## src/rtl/param_serial_branch_alu_pkg.sv

```systemverilog
// Shared widths, op encodings, FSM states and branch-decision helper for the
// nibble-serial address/branch ALU.
package param_serial_branch_alu_pkg;

  localparam int unsigned P_NBITS   = 4;
  localparam int unsigned C_N_OFF   = 8;
  localparam int unsigned C_OFFBITS = 3;

  typedef enum logic [2:0] {
    OP_ADD  = 3'd0,
    OP_SUB  = 3'd1,
    OP_BEQ  = 3'd2,
    OP_BNE  = 3'd3,
    OP_BLT  = 3'd4,
    OP_BGE  = 3'd5,
    OP_BLTU = 3'd6,
    OP_BGEU = 3'd7
  } op_e;

  typedef enum logic {
    ST_IDLE = 1'b0,
    ST_RUN  = 1'b1
  } state_e;

  // Decision from the running equality and the final beat's MSBs/carry-out.
  function automatic logic branch_decide(input op_e op, input logic eq,
                                         input logic a_msb, input logic b_msb,
                                         input logic s_msb, input logic cout);
    logic lt;
    logic res;
    lt  = (a_msb != b_msb) ? a_msb : s_msb;
    res = 1'b0;
    case (op)
      OP_BEQ:  res = eq;
      OP_BNE:  res = !eq;
      OP_BLT:  res = lt;
      OP_BGE:  res = !lt;
      OP_BLTU: res = !cout;
      OP_BGEU: res = cout;
      default: res = 1'b0;
    endcase
    return res;
  endfunction

endpackage

```

## src/rtl/param_serial_branch_alu_if.sv

```systemverilog
// Beat-stream interface between the PC computation unit (master) and the
// serial ALU (slave).
interface param_serial_branch_alu_if;
  import param_serial_branch_alu_pkg::*;

  logic                 start_Xhl;
  logic [2:0]           op_Xhl;
  logic                 nib_valid_Xhl;
  logic [P_NBITS-1:0]   a_nib_Xhl;
  logic [P_NBITS-1:0]   b_nib_Xhl;
  logic [P_NBITS-1:0]   sum_nib_Xhl;
  logic                 sum_valid_Xhl;
  logic [C_OFFBITS-1:0] nib_idx_Xhl;
  logic                 busy_Xhl;
  logic                 done_Xhl;
  logic                 taken_Xhl;

  modport master (
    output start_Xhl, op_Xhl, nib_valid_Xhl, a_nib_Xhl, b_nib_Xhl,
    input  sum_nib_Xhl, sum_valid_Xhl, nib_idx_Xhl, busy_Xhl, done_Xhl, taken_Xhl
  );

  modport slave (
    input  start_Xhl, op_Xhl, nib_valid_Xhl, a_nib_Xhl, b_nib_Xhl,
    output sum_nib_Xhl, sum_valid_Xhl, nib_idx_Xhl, busy_Xhl, done_Xhl, taken_Xhl
  );

endinterface

```

## src/rtl/param_serial_branch_alu_add_slice.sv

```systemverilog
// One-beat adder: sum = a + (inv_b ? ~b : b) + cin, with carry-out.
module param_serial_branch_alu_add_slice
  import param_serial_branch_alu_pkg::*;
(
  input  logic [P_NBITS-1:0] i_a,
  input  logic [P_NBITS-1:0] i_b,
  input  logic               i_cin,
  input  logic               i_inv_b,
  output logic [P_NBITS-1:0] o_sum,
  output logic               o_cout
);

  logic [P_NBITS-1:0] w_b;

  assign w_b = i_inv_b ? ~i_b : i_b;
  assign {o_cout, o_sum} = (P_NBITS+1)'(i_a) + (P_NBITS+1)'(w_b) + (P_NBITS+1)'(i_cin);

endmodule

```

## src/rtl/param_serial_branch_alu.sv

```systemverilog
// Nibble-serial address / branch-compare ALU: LS beat first, one sum beat per
// accepted pair, registered branch decision after the final beat.
module param_serial_branch_alu
  import param_serial_branch_alu_pkg::*;
(
  input  logic                       clk,
  input  logic                       reset,
  param_serial_branch_alu_if.slave   bus
);

  localparam logic [C_OFFBITS-1:0] C_LAST_IDX = C_OFFBITS'(C_N_OFF - 1);

  state_e               r_state;
  state_e               w_next_state;
  op_e                  r_op;
  logic                 r_carry;
  logic                 r_eq;
  logic [C_OFFBITS-1:0] r_nib_idx;
  logic                 r_done;
  logic                 r_taken;

  logic                 w_accept;
  logic                 w_last;
  logic                 w_beat_eq;
  logic [P_NBITS-1:0]   w_sum;
  logic                 w_cout;

  assign w_accept  = (r_state == ST_RUN) && bus.nib_valid_Xhl && !bus.start_Xhl;
  assign w_last    = w_accept && (r_nib_idx == C_LAST_IDX);
  assign w_beat_eq = (bus.a_nib_Xhl == bus.b_nib_Xhl);

  param_serial_branch_alu_add_slice u_add_slice (
    .i_a     (bus.a_nib_Xhl),
    .i_b     (bus.b_nib_Xhl),
    .i_cin   (r_carry),
    .i_inv_b (r_op != OP_ADD),
    .o_sum   (w_sum),
    .o_cout  (w_cout)
  );

  // State register
  always_ff @(posedge clk or posedge reset) begin
    if (reset) r_state <= ST_IDLE;
    else       r_state <= w_next_state;
  end

  // Next state: start always wins (new op or abort/restart)
  always_comb begin
    w_next_state = r_state;
    if (bus.start_Xhl)  w_next_state = ST_RUN;
    else if (w_last)    w_next_state = ST_IDLE;
  end

  // Datapath registers: op, carry chain, equality accumulator, beat index, result
  always_ff @(posedge clk or posedge reset) begin
    if (reset) begin
      r_op      <= OP_ADD;
      r_carry   <= 1'b0;
      r_eq      <= 1'b1;
      r_nib_idx <= '0;
      r_done    <= 1'b0;
      r_taken   <= 1'b0;
    end else begin
      r_done <= w_last;
      if (bus.start_Xhl) begin
        r_op      <= op_e'(bus.op_Xhl);
        r_carry   <= (op_e'(bus.op_Xhl) != OP_ADD);
        r_eq      <= 1'b1;
        r_nib_idx <= '0;
        r_taken   <= 1'b0;
      end else if (w_accept) begin
        r_carry   <= w_cout;
        r_eq      <= r_eq & w_beat_eq;
        r_nib_idx <= w_last ? '0 : r_nib_idx + C_OFFBITS'(1);
        if (w_last) begin
          r_taken <= branch_decide(r_op, r_eq & w_beat_eq,
                                   bus.a_nib_Xhl[P_NBITS-1], bus.b_nib_Xhl[P_NBITS-1],
                                   w_sum[P_NBITS-1], w_cout);
        end
      end
    end
  end

  // Outputs; the sum beat is forced to zero when nothing is accepted
  always_comb begin
    bus.sum_nib_Xhl   = '0;
    bus.sum_valid_Xhl = w_accept;
    bus.nib_idx_Xhl   = r_nib_idx;
    bus.busy_Xhl      = (r_state == ST_RUN);
    bus.done_Xhl      = r_done;
    bus.taken_Xhl     = r_taken;
    if (w_accept) bus.sum_nib_Xhl = w_sum;
  end

endmodule

```

## src/flat_wrapper.sv

```systemverilog
// flat-port wrapper written by rule: the top's interface ports become plain ports
module param_serial_branch_alu_flat import param_serial_branch_alu_pkg::*;
  (clk, reset, bus_start_Xhl, bus_op_Xhl, bus_nib_valid_Xhl, bus_a_nib_Xhl, bus_b_nib_Xhl, bus_sum_nib_Xhl, bus_sum_valid_Xhl, bus_nib_idx_Xhl, bus_busy_Xhl, bus_done_Xhl, bus_taken_Xhl);
  param_serial_branch_alu_if bus_i ();
  input  logic clk;
  input  logic reset;
  input wire logic [$bits(bus_i.start_Xhl)-1:0] bus_start_Xhl;
  input wire logic [$bits(bus_i.op_Xhl)-1:0] bus_op_Xhl;
  input wire logic [$bits(bus_i.nib_valid_Xhl)-1:0] bus_nib_valid_Xhl;
  input wire logic [$bits(bus_i.a_nib_Xhl)-1:0] bus_a_nib_Xhl;
  input wire logic [$bits(bus_i.b_nib_Xhl)-1:0] bus_b_nib_Xhl;
  output wire logic [$bits(bus_i.sum_nib_Xhl)-1:0] bus_sum_nib_Xhl;
  output wire logic [$bits(bus_i.sum_valid_Xhl)-1:0] bus_sum_valid_Xhl;
  output wire logic [$bits(bus_i.nib_idx_Xhl)-1:0] bus_nib_idx_Xhl;
  output wire logic [$bits(bus_i.busy_Xhl)-1:0] bus_busy_Xhl;
  output wire logic [$bits(bus_i.done_Xhl)-1:0] bus_done_Xhl;
  output wire logic [$bits(bus_i.taken_Xhl)-1:0] bus_taken_Xhl;
  assign bus_i.start_Xhl = bus_start_Xhl;
  assign bus_i.op_Xhl = bus_op_Xhl;
  assign bus_i.nib_valid_Xhl = bus_nib_valid_Xhl;
  assign bus_i.a_nib_Xhl = bus_a_nib_Xhl;
  assign bus_i.b_nib_Xhl = bus_b_nib_Xhl;
  assign bus_sum_nib_Xhl = bus_i.sum_nib_Xhl;
  assign bus_sum_valid_Xhl = bus_i.sum_valid_Xhl;
  assign bus_nib_idx_Xhl = bus_i.nib_idx_Xhl;
  assign bus_busy_Xhl = bus_i.busy_Xhl;
  assign bus_done_Xhl = bus_i.done_Xhl;
  assign bus_taken_Xhl = bus_i.taken_Xhl;
  param_serial_branch_alu u_core (.clk(clk), .reset(reset), .bus(bus_i));
endmodule
```

## config.mk

```make
export PLATFORM = sky130hd
export DESIGN_NAME = param_serial_branch_alu_flat
export DESIGN_NICKNAME = d
export VERILOG_FILES = /design/src/rtl/param_serial_branch_alu_pkg.sv /design/src/rtl/param_serial_branch_alu_if.sv /design/src/rtl/param_serial_branch_alu_add_slice.sv /design/src/rtl/param_serial_branch_alu.sv /design/src/flat_wrapper.sv
export SDC_FILE = /design/constraint.sdc
export NUM_CORES = 1
export LEC_CHECK = 0
export BUFFER_PORTS_ARGS = -buffer_cell sky130_fd_sc_hd__buf_2
export CAP_MARGIN = 10
export CORE_ASPECT_RATIO = 0.7
export CORE_MARGIN = 8
export CORE_UTILIZATION = 45
export DETAILED_ROUTE_END_ITERATION = 6
export PLACE_DENSITY = 0.74
export SYNTH_ARGS = -nofsm -noshare
export SYNTH_HDL_FRONTEND = slang
export SYNTH_SLANG_ARGS = --single-unit
```

## constraint.sdc

```tcl
create_clock -name clk -period 3.2 [get_ports clk]
set_clock_uncertainty 0.15 [all_clocks]
set_input_delay 0.96 -clock clk [delete_from_list [all_inputs] [get_ports clk]]
set_output_delay 0.96 -clock clk [all_outputs]
set_load 0.005 [all_outputs]
```

-- Word level (Yosys, flattened, before mapping)
Cells that the tools add are included.
- add/sub/neg operators: 3
- equality and inequality tests: 9
- muxes and demuxes: 16
- bitwise gates (word level): 2
- reductions and logical operators: 12
- operators by type and width (operator ; number):
    $eq 3x3->1 const B ; 5
    $mux 1 ; 10
    $mux 3 ; 3
    $mux 4 ; 2
    $eq 3x2->1 const B ; 2
    $pmux 1 s6 ; 1
    $reduce_bool 3->1 ; 2
    $add 4x4->5 ; 1
    $add 5x1->5 ; 1
    $eq 4x4->1 ; 1
    $logic_not 1->1 ; 4
    $not 4->4 ; 1
    $reduce_bool 2->1 ; 2
    $add 3x1->3 const B ; 1
    $logic_and 1x1->1 ; 3
    $reduce_and 2->1 ; 1
    $and 1x1->1 ; 1
    $ne 1x1->1 ; 1
- register bits: 11
- bits of input ports: 15
- output and inout port bits: 11

-- Depth between registers and ports, before layout
Gate-level depths: netlist of the first run.
- depth after elaboration: 10
- depth in mapped cells: 10
- gate-level depth less buffers: 9

-- Cells and area by module
Synthesis of the first run repeated with hierarchy kept, for this count alone.
- cell total of the unflattened synthesis: 83
- area, all modules: 807.0 um2
- by module, submodules not included (module ; times used ; cells each ; area each (um2)):
    param_serial_branch_alu ; 1 ; 63 ; 630.6
    param_serial_branch_alu_add_slice ; 1 ; 20 ; 176.4

-- Worst setup path after synthesis of the first run
Ideal clock, no wire load.
- kind: input to output
- start point: input bus_b_nib_Xhl[0]
- end point: output bus_sum_nib_Xhl[2]
- arrival time: 2312 ps
- slack: -222 ps
- stages on the path: 5
- buffers on the path: 0
- path through: xor2_1 > fa_1 > fa_1 > and2b_1 > nor3_1
- word-level cells in the longest chain between the ends: 5
- RTL lines (item ; RTL line ; RTL):
    from (decl) ; flat_wrapper.sv:11 ; input wire logic [$bits(bus_i.b_nib_Xhl)-1:0] bus_b_nib_Xhl;
    $not 4->4 ; param_serial_branch_alu_add_slice.sv:15 ; assign w_b = i_inv_b ? ~i_b : i_b;
    $mux 4 (*) ; param_serial_branch_alu_add_slice.sv:15 ;
    $add 4x4->5 (*) ; param_serial_branch_alu_add_slice.sv:16 ; assign {o_cout, o_sum} = (P_NBITS+1)'(i_a) + (P_NBITS+1)'(w_b) + (P_NBITS+1)'(i_cin);
    $add 5x1->5 (*) ; param_serial_branch_alu_add_slice.sv:16 ;
    $mux 4 (*) ; param_serial_branch_alu.sv:92 ; if (w_accept) bus.sum_nib_Xhl = w_sum;
    to (decl) ; flat_wrapper.sv:12 ; output wire logic [$bits(bus_i.sum_nib_Xhl)-1:0] bus_sum_nib_Xhl;
Mark *: on every way between the ends. The rest lies on a longest branch, timed or not.

-- Worst setup path after layout of the first run
Same ends and word-level chain as after synthesis.

==> impl_metrics.csv, run 1 <==
group,metric,value,unit
floorplan,die_w,68.4,microns
drt,vias,814,
timing,whs,407,ps
clocking,htreeDepth,1,
logic_synthesis,synthTopCellsByArea,"dfrtp_1 29%, ha_1 7.2%, fa_1 4.6%",
drt,drt-total-wl,2.03,mm
timing,fin_crit_sh,108,%
final_layout,layout.nets,154,
drt,drt_iter0_markers,18,
pwr,power-per-cell-area,360,nW/um^2
floorplan,core,1840,sq um
placed_design,gp_congestion,0.777,
critical_path,cp-end-kind,"output pin",
timing,setup_viol,3,
clocking,worstSkewPairLatency,270,ps
floorplan,die_area,3600,sq um
logic_synthesis,syn_inst,94,
placed_design,dp_hpwl,1.70,mm
timing,fin_ws,-263,ps
global_routing,grt_pass1_wl,3.54,mm
timing,hold_viol,0,
min_path,hp-class,"reg -> reg",
floorplan,boundaryPins,26,
timing,report.final.slew_viol_count,0,
drt,post_drt_wl_per_cell,13.2,microns
global_routing,grt_pass1_vias,838,
floorplan,dieHeight,52.6,microns
timing,slew_headroom,71.9,%
logic_synthesis,ys_ff_latch,11,
clocking,numCtsBuffers,3,
logic_synthesis,synth_top_flop_cell,"dfrtp_1",
timing,fmax,0.289,GHz
timing,grt_setup_unrepaired,"true",
min_path,holdPathStages,2,
critical_path,startpoint_type,"primary input",
clocking,cts.sinks,11,
clocking,cts_root_buf,"clkbuf_4",
logic_synthesis,synth_common_cells,"10 x dfrtp_1, 10 x inv_1, 8 x nand2_1, 6 x a21oi_1, 6 x nor2_1",
global_routing,grt_max_degree,13,
logic_synthesis,ys_types,33,
floorplan,start_util,47.0,%
timing,min_period,3460,ps
drt,firstDrtPassIters,4,
placed_design,io_buffers,25,
status,status,"finished with violations",
status,violations,"negative setup slack",
clocking,tritoncts,"built",
pwr,leakagePower,0.571,nW
critical_path,critPathArrivalTime,2350,ps
critical_path,critPathKind,"in -> out",
global_routing,grt_overflow_total,0,
floorplan,rows,13,
drt,via_per_inst,5.32,
final_layout,num_antenna_cells,0,
clocking,clk_pin_slew_worst_paths,70,ps
logic_synthesis,synth_top_area_share,29.0,%
clocking,postCtsHoldBufs,0,
final_layout,final_cells,153,
flow_run,maxCapViolations,0,
critical_path,crit_required,2090,ps
timing,worst_pin_slew,421,ps
final_layout,drive_above_1_share,36.6,%
global_routing,grt_use_total,13.0,%
critical_path,cp_max_fo,2,
clocking,clock_path_buffers,2,
critical_path,rr_worst_depth,11,
logic_synthesis,synth_warnings,0,
logic_synthesis,ys_async_sr_fraction,100,%
drt,drtAntennaViolNets,0,
placed_design,placedCellCount,149,
pwr,vdd_ir_drop_max,213,uV
logic_synthesis,ys_seq_area_share,32.0,%
logic_synthesis,synth_edf_count,0,
logic_synthesis,avgSynthCellArea,9.18,sq um
logic_synthesis,syn_nets,116,
final_layout,syn2layout_area_growth,31.2,%
logic_synthesis,syn_area,863,sq um
global_routing,antenna_found_initial,0,
drt,drc,0,
logic_synthesis,synth_area_leader_cell,"dfrtp_1",
-- kinds of logic after synthesis --
logic type                 synth area share, %
DFF                                       32.0
and+or+nand+nor                           23.0
muxes                                     6.23
xor gates and xnor gates                  8.12
adders and majority gates                 11.9
buffers and inverters                     5.22
AOI/OAI and AO/OA                         13.5
-- flip-flops by register name, indices dropped and copies added, names as in the netlist --
signal,flops
u_core.bus.nib_idx_Xhl,3
u_core.bus.done_Xhl,1
u_core.r_op,3
u_core.r_eq,1
u_core.r_carry,1
u_core.bus.taken_Xhl,1
u_core.bus.busy_Xhl,1
-- metal layers --
metal  up-vias  track usage [%]  part of all wire (%)
met5         -                0                     0
met4         0             5.08                   2.0
met1       387             14.5                    43
li1        400                -                     -
met3         6             5.13                   6.1
met2        21             21.8                    49
-- layout make-up --
type,instances,area [sq um]
fill,168,706
multi-input combinational,71,558
inverter,10,37.5
timing repair buffer,35,206
tap,22,27.5
clock buffer,4,26.3
sequential,11,277
-- critical path: stages --
cell and delay (ps):
buf_6 100, xor2_1 160, fa_2 360, fa_2 350, and2b_1 170, nor3_2 130
buf_2 130
-- report_power, final --
part           switching (W)  leakage, nW  internal [W]
combinational      0.0000769        0.422     0.0000809
clock              0.0000458       0.0150     0.0000483
sequential        0.00000754        0.135      0.000148
total               0.000130        0.571      0.000277
-- placed cells by master, fill, tap and decap left out, types with 2 or more instances in the layout --
cell type and count:
nand3_1 4, a21oi_1 6, o21ai_0 3, nor3_1 2, inv_1 10, mux2_2 2
buf_2 24, fa_2 2, nor3b_1 2, and2b_1 2, mux2i_1 2, xnor2_1 4
xor2_1 4, and2_1 2, dfrtp_1 10, ha_1 5, nand2_1 8, o21ai_1 3
buf_4 10, nor2_1 6, clkbuf_4 3
-- metrics by stage --
| stage | setup WS [ps] | setup TNS, ps | total power [W] | util [%] | instance area [sq um] |
|---|---|---|---|---|---|
| 2_1_floorplan | -83.7 | -83.7 | 0.000249 | - | 873 |
| 3_3_place_gp | -288 | -660 | 0.000307 | 59.5 | 1090 |
| 3_5_place_dp | -308 | -732 | 0.000314 | 59.5 | 1090 |
| 4_1_cts | -285 | -623 | 0.000411 | 61.6 | 1130 |
| 5_1_grt | -364 | -833 | 0.000438 | 61.6 | 1130 |
| 6_report | -263 | -584 | 0.000407 | 61.6 | 1130 |
-- worst paths after layout --
kind | startpoint | end | slack (ps)
setup / recovery | bus_b_nib_Xhl[0] | bus_sum_nib_Xhl[2] | -260
hold / removal | u_core.bus.nib_idx_Xhl[1] | u_core.bus.nib_idx_Xhl[1] | 410
setup reg to reg | u_core.r_op[2] | u_core.bus.taken_Xhl | 440
hold reg to reg | u_core.bus.nib_idx_Xhl[1] | u_core.bus.nib_idx_Xhl[1] | 410
max in group asynchronous | reset | u_core.r_eq | 2060
min in group asynchronous | reset | u_core.r_carry | 520
-- repair_timing --
action                                  in CTS  in global routing
gates resized for setup                      2                  0
endpoints found under the setup margin       3                  3
pin swaps                                    0                  1
gates cloned                                 0                  0
setup buffers                                0                  0
Note: power is estimated with default switching activity, not from simulation.
==> run 2, diff against run 1 <==
--- a/config.mk
+++ b/config.mk
@@ -5,13 +5,14 @@
 export SDC_FILE = /design/constraint.sdc
 export NUM_CORES = 1
 export LEC_CHECK = 0
+export ABC_AREA = 1
 export BUFFER_PORTS_ARGS = -buffer_cell sky130_fd_sc_hd__buf_2
 export CAP_MARGIN = 10
 export CORE_ASPECT_RATIO = 0.7
 export CORE_MARGIN = 8
-export CORE_UTILIZATION = 45
+export CORE_UTILIZATION = 46
 export DETAILED_ROUTE_END_ITERATION = 6
-export PLACE_DENSITY = 0.74
+export PLACE_DENSITY = 0.75
 export SYNTH_ARGS = -nofsm -noshare
 export SYNTH_HDL_FRONTEND = slang
 export SYNTH_SLANG_ARGS = --single-unit
==> impl_metrics.csv, run 2 <==
group,metric,value,unit
status,status,"finished with violations",
status,violations,"negative setup slack",
timing,report.final.slew_viol_count,0,
logic_synthesis,avgSynthCellArea,7.56,sq um
floorplan,die_w,69.5,microns
final_layout,fin_util,67.7,%
clocking,clock_path_buffers,2,
logic_synthesis,ys_seq_area_share,30.0,%
final_layout,layout_common_cells,"26 x nand2_1, 24 x buf_2, 17 x inv_1, 17 x buf_4, 10 x nor2_1",
global_routing,grt_overflow_total,0,
final_layout,syn2layout_area_growth,37.3,%
clocking,clk_pin_slew_worst_paths,70,ps
floorplan,start_util,49.3,%
logic_synthesis,synth_area_leader_cell,"dfrtp_1",
min_path,hp-class,"reg -> reg",
final_layout,layout.nets,190,
final_layout,drive_above_1_share,45.5,%
critical_path,path_common_cell,"fa_2",
final_layout,num_antenna_cells,0,
floorplan,core,1870,sq um
logic_synthesis,synth_common_cells,"26 x nand2_1, 22 x inv_1, 11 x nor2_1, 10 x dfrtp_1, 8 x nand3_1",
drt,drtAntennaViolNets,0,
critical_path,max_stage_delay,540,ps
final_layout,fill_cells,154,
floorplan,die_area,3720,sq um
drt,vias,910,
min_path,hold_path_end,"u_core.bus.nib_idx_Xhl[0]",
logic_synthesis,syn_nets,144,
logic_synthesis,syn_inst,122,
global_routing,grt_pass1_wl,3.82,mm
clocking,cts.sinks,11,
logic_synthesis,ys_ff_latch,11,
placed_design,gp_congestion,0.911,
floorplan,dieHeight,53.5,microns
pwr,power-per-cell-area,387,nW/um^2
clocking,numCtsBuffers,3,
logic_synthesis,post-synth-top-count-cell,"nand2_1",
logic_synthesis,synth_edf_count,0,
pwr,vdd_ir_drop_max,280,uV
final_layout,final_common_cell,"nand2_1",
critical_path,cp_max_fo,2,
critical_path,r2r_end,"u_core.bus.taken_Xhl",
pwr,leakagePower,0.700,nW
timing,fmax,0.297,GHz
critical_path,cp-end-kind,"output pin",
critical_path,crit_required,2090,ps
global_routing,grt_max_degree,12,
clocking,postCtsHoldBufs,0,
drt,drt_iter0_markers,38,
final_layout,final_cells,189,
timing,fin_crit_sh,105,%
final_layout,seqCellArea,278,sq um
final_layout,multiInputGateArea,582,sq um
placed_design,io_buffers,25,
clocking,worstSkewPairLatency,270,ps
critical_path,worstPathCellList,"buf_6 > inv_4 > xor2_2 > fa_2 > fa_2 > nor2_2 > buf_2",
timing,min_period,3370,ps
clocking,tritoncts,"built",
placed_design,dp_hpwl,1.88,mm
timing,hold_viol,0,
critical_path,rr_worst_depth,18,
placed_design,placedCellCount,180,
critical_path,critPathKind,"in -> out",
logic_synthesis,ys_types,27,
global_routing,antenna_found_initial,0,
global_routing,grt_pass1_vias,896,
critical_path,crit_slowest_cell,"fa_2",
critical_path,startpoint_type,"primary input",
logic_synthesis,synthTopCellsByArea,"dfrtp_1 27%, nand2_1 11%, inv_1 9.0%",
min_path,holdPathStages,1,
logic_synthesis,synth_warnings,0,
clocking,htreeDepth,1,
logic_synthesis,synth_top_area_share,27.1,%
clocking,cts_root_buf,"clkbuf_4",
floorplan,boundaryPins,26,
timing,fin_ws,-167,ps
critical_path,critPathArrivalTime,2260,ps
timing,worst_pin_slew,419,ps
drt,post_drt_wl_per_cell,12.1,microns
timing,slew_headroom,72.1,%
critical_path,r2r-start,"u_core.r_op[1]",
drt,via_per_inst,4.81,
drt,firstDrtPassIters,4,
floorplan,rows,13,
global_routing,grt_use_total,12.7,%
logic_synthesis,ys_async_sr_fraction,100,%
critical_path,reg2reg_slack,650,ps
timing,setup_viol,3,
drt,drc,0,
drt,drt-total-wl,2.30,mm
timing,grt_setup_unrepaired,"true",
min_path,min_from,"u_core.bus.nib_idx_Xhl[0]",
flow_run,maxCapViolations,0,
logic_synthesis,synth_top_flop_cell,"dfrtp_1",
logic_synthesis,syn_area,922,sq um
## run 2: changes by cell type after synthesis, sizes merged, moves of 3 or more
| cell | previous run | this run |
|---|---|---|
| xnor2 | 4 | 0 |
| inv | 10 | 23 |
| nand3 | 4 | 12 |
| mux2 | 3 | 0 |
| nand2 | 8 | 29 |
| nor2 | 6 | 14 |
## run 2: cell families (layout without fill, tap and decap cells)
kind of cell    count (synthesis)  count (layout)  share of synthesized area (%)
fa+ha+maj                       7               7                           11.1
buf+inv                        25              70                           11.1
compound gates                 15              15                           10.7
flops                          11              11                           30.0
xor+xnor                        5               5                           4.75
simple gates                   59              59                           32.3
## run 2: layout make-up
class                   instances  share of cell area, %
clock buffers                   4                   2.08
well taps                      22                   2.17
inverters                      24                   7.41
multi-input cells              86                   45.9
repair buffers                 42                   20.5
flip-flops and latches         11                   21.9
## run 2: worst max-delay path, delay by kind of cell
family / cells / cell delay [ps]
adders and majority gates: 2 / 900
and+or+nand+nor: 1 / 30
buffers and inverters: 3 / 220
xor gates and xnor gates: 1 / 140
## run 2: what timing repair did
item / 4_1_cts / 5_1_grt
endpoints found under the hold margin: 0 / 0
gates cloned: 0 / 0
resized for setup: 7 / 10
buffers inserted: 1 / 4
endpoints found under the setup margin: 3 / 3
pin swaps: 5 / 6
## run 2: metal layers
metal	share of wire (%)	vias up	track usage, %
li1	-	473	-
met1	46	412	15.5
met2	48	21	21.1
met3	4.9	4	5.04
met4	0.52	0	2.03
met5	0	-	0
## run 2: power by group
part,total [W],internal [W],switching (W)
Combinational,0.000224,0.000106,0.000118
Sequential,0.000171,0.000157,0.0000145
Clock,0.0000947,0.0000483,0.0000464
## run 2: how the worst max path moves through the flow
stage | startpoint | end | slack (ps) | cells past startpoint
floorplan | bus_b_nib_Xhl[0] | bus_sum_nib_Xhl[2] | -70 | 7
global placement | bus_b_nib_Xhl[0] | bus_sum_nib_Xhl[2] | -230 | 9
detailed placement | bus_b_nib_Xhl[0] | bus_sum_nib_Xhl[2] | -290 | 9
CTS | bus_b_nib_Xhl[0] | bus_sum_nib_Xhl[2] | -270 | 9
global route | bus_b_nib_Xhl[0] | bus_sum_nib_Xhl[2] | -210 | 9
finish | bus_b_nib_Xhl[0] | bus_sum_nib_Xhl[1] | -170 | 7
## run 2: through the flow
stage               worst slack [ps]  power (W)  TNS [ps]  area [sq um]  hold slack [ps]
CTS                             -270   0.000473      -644          1210              359
finish                          -167   0.000490      -426          1270              355
global route                    -208   0.000530      -598          1270              376
detailed placement              -286   0.000372      -582          1160              348
floorplan                      -66.2   0.000292     -66.2           925              332
global placement                -233   0.000364      -459          1160              343
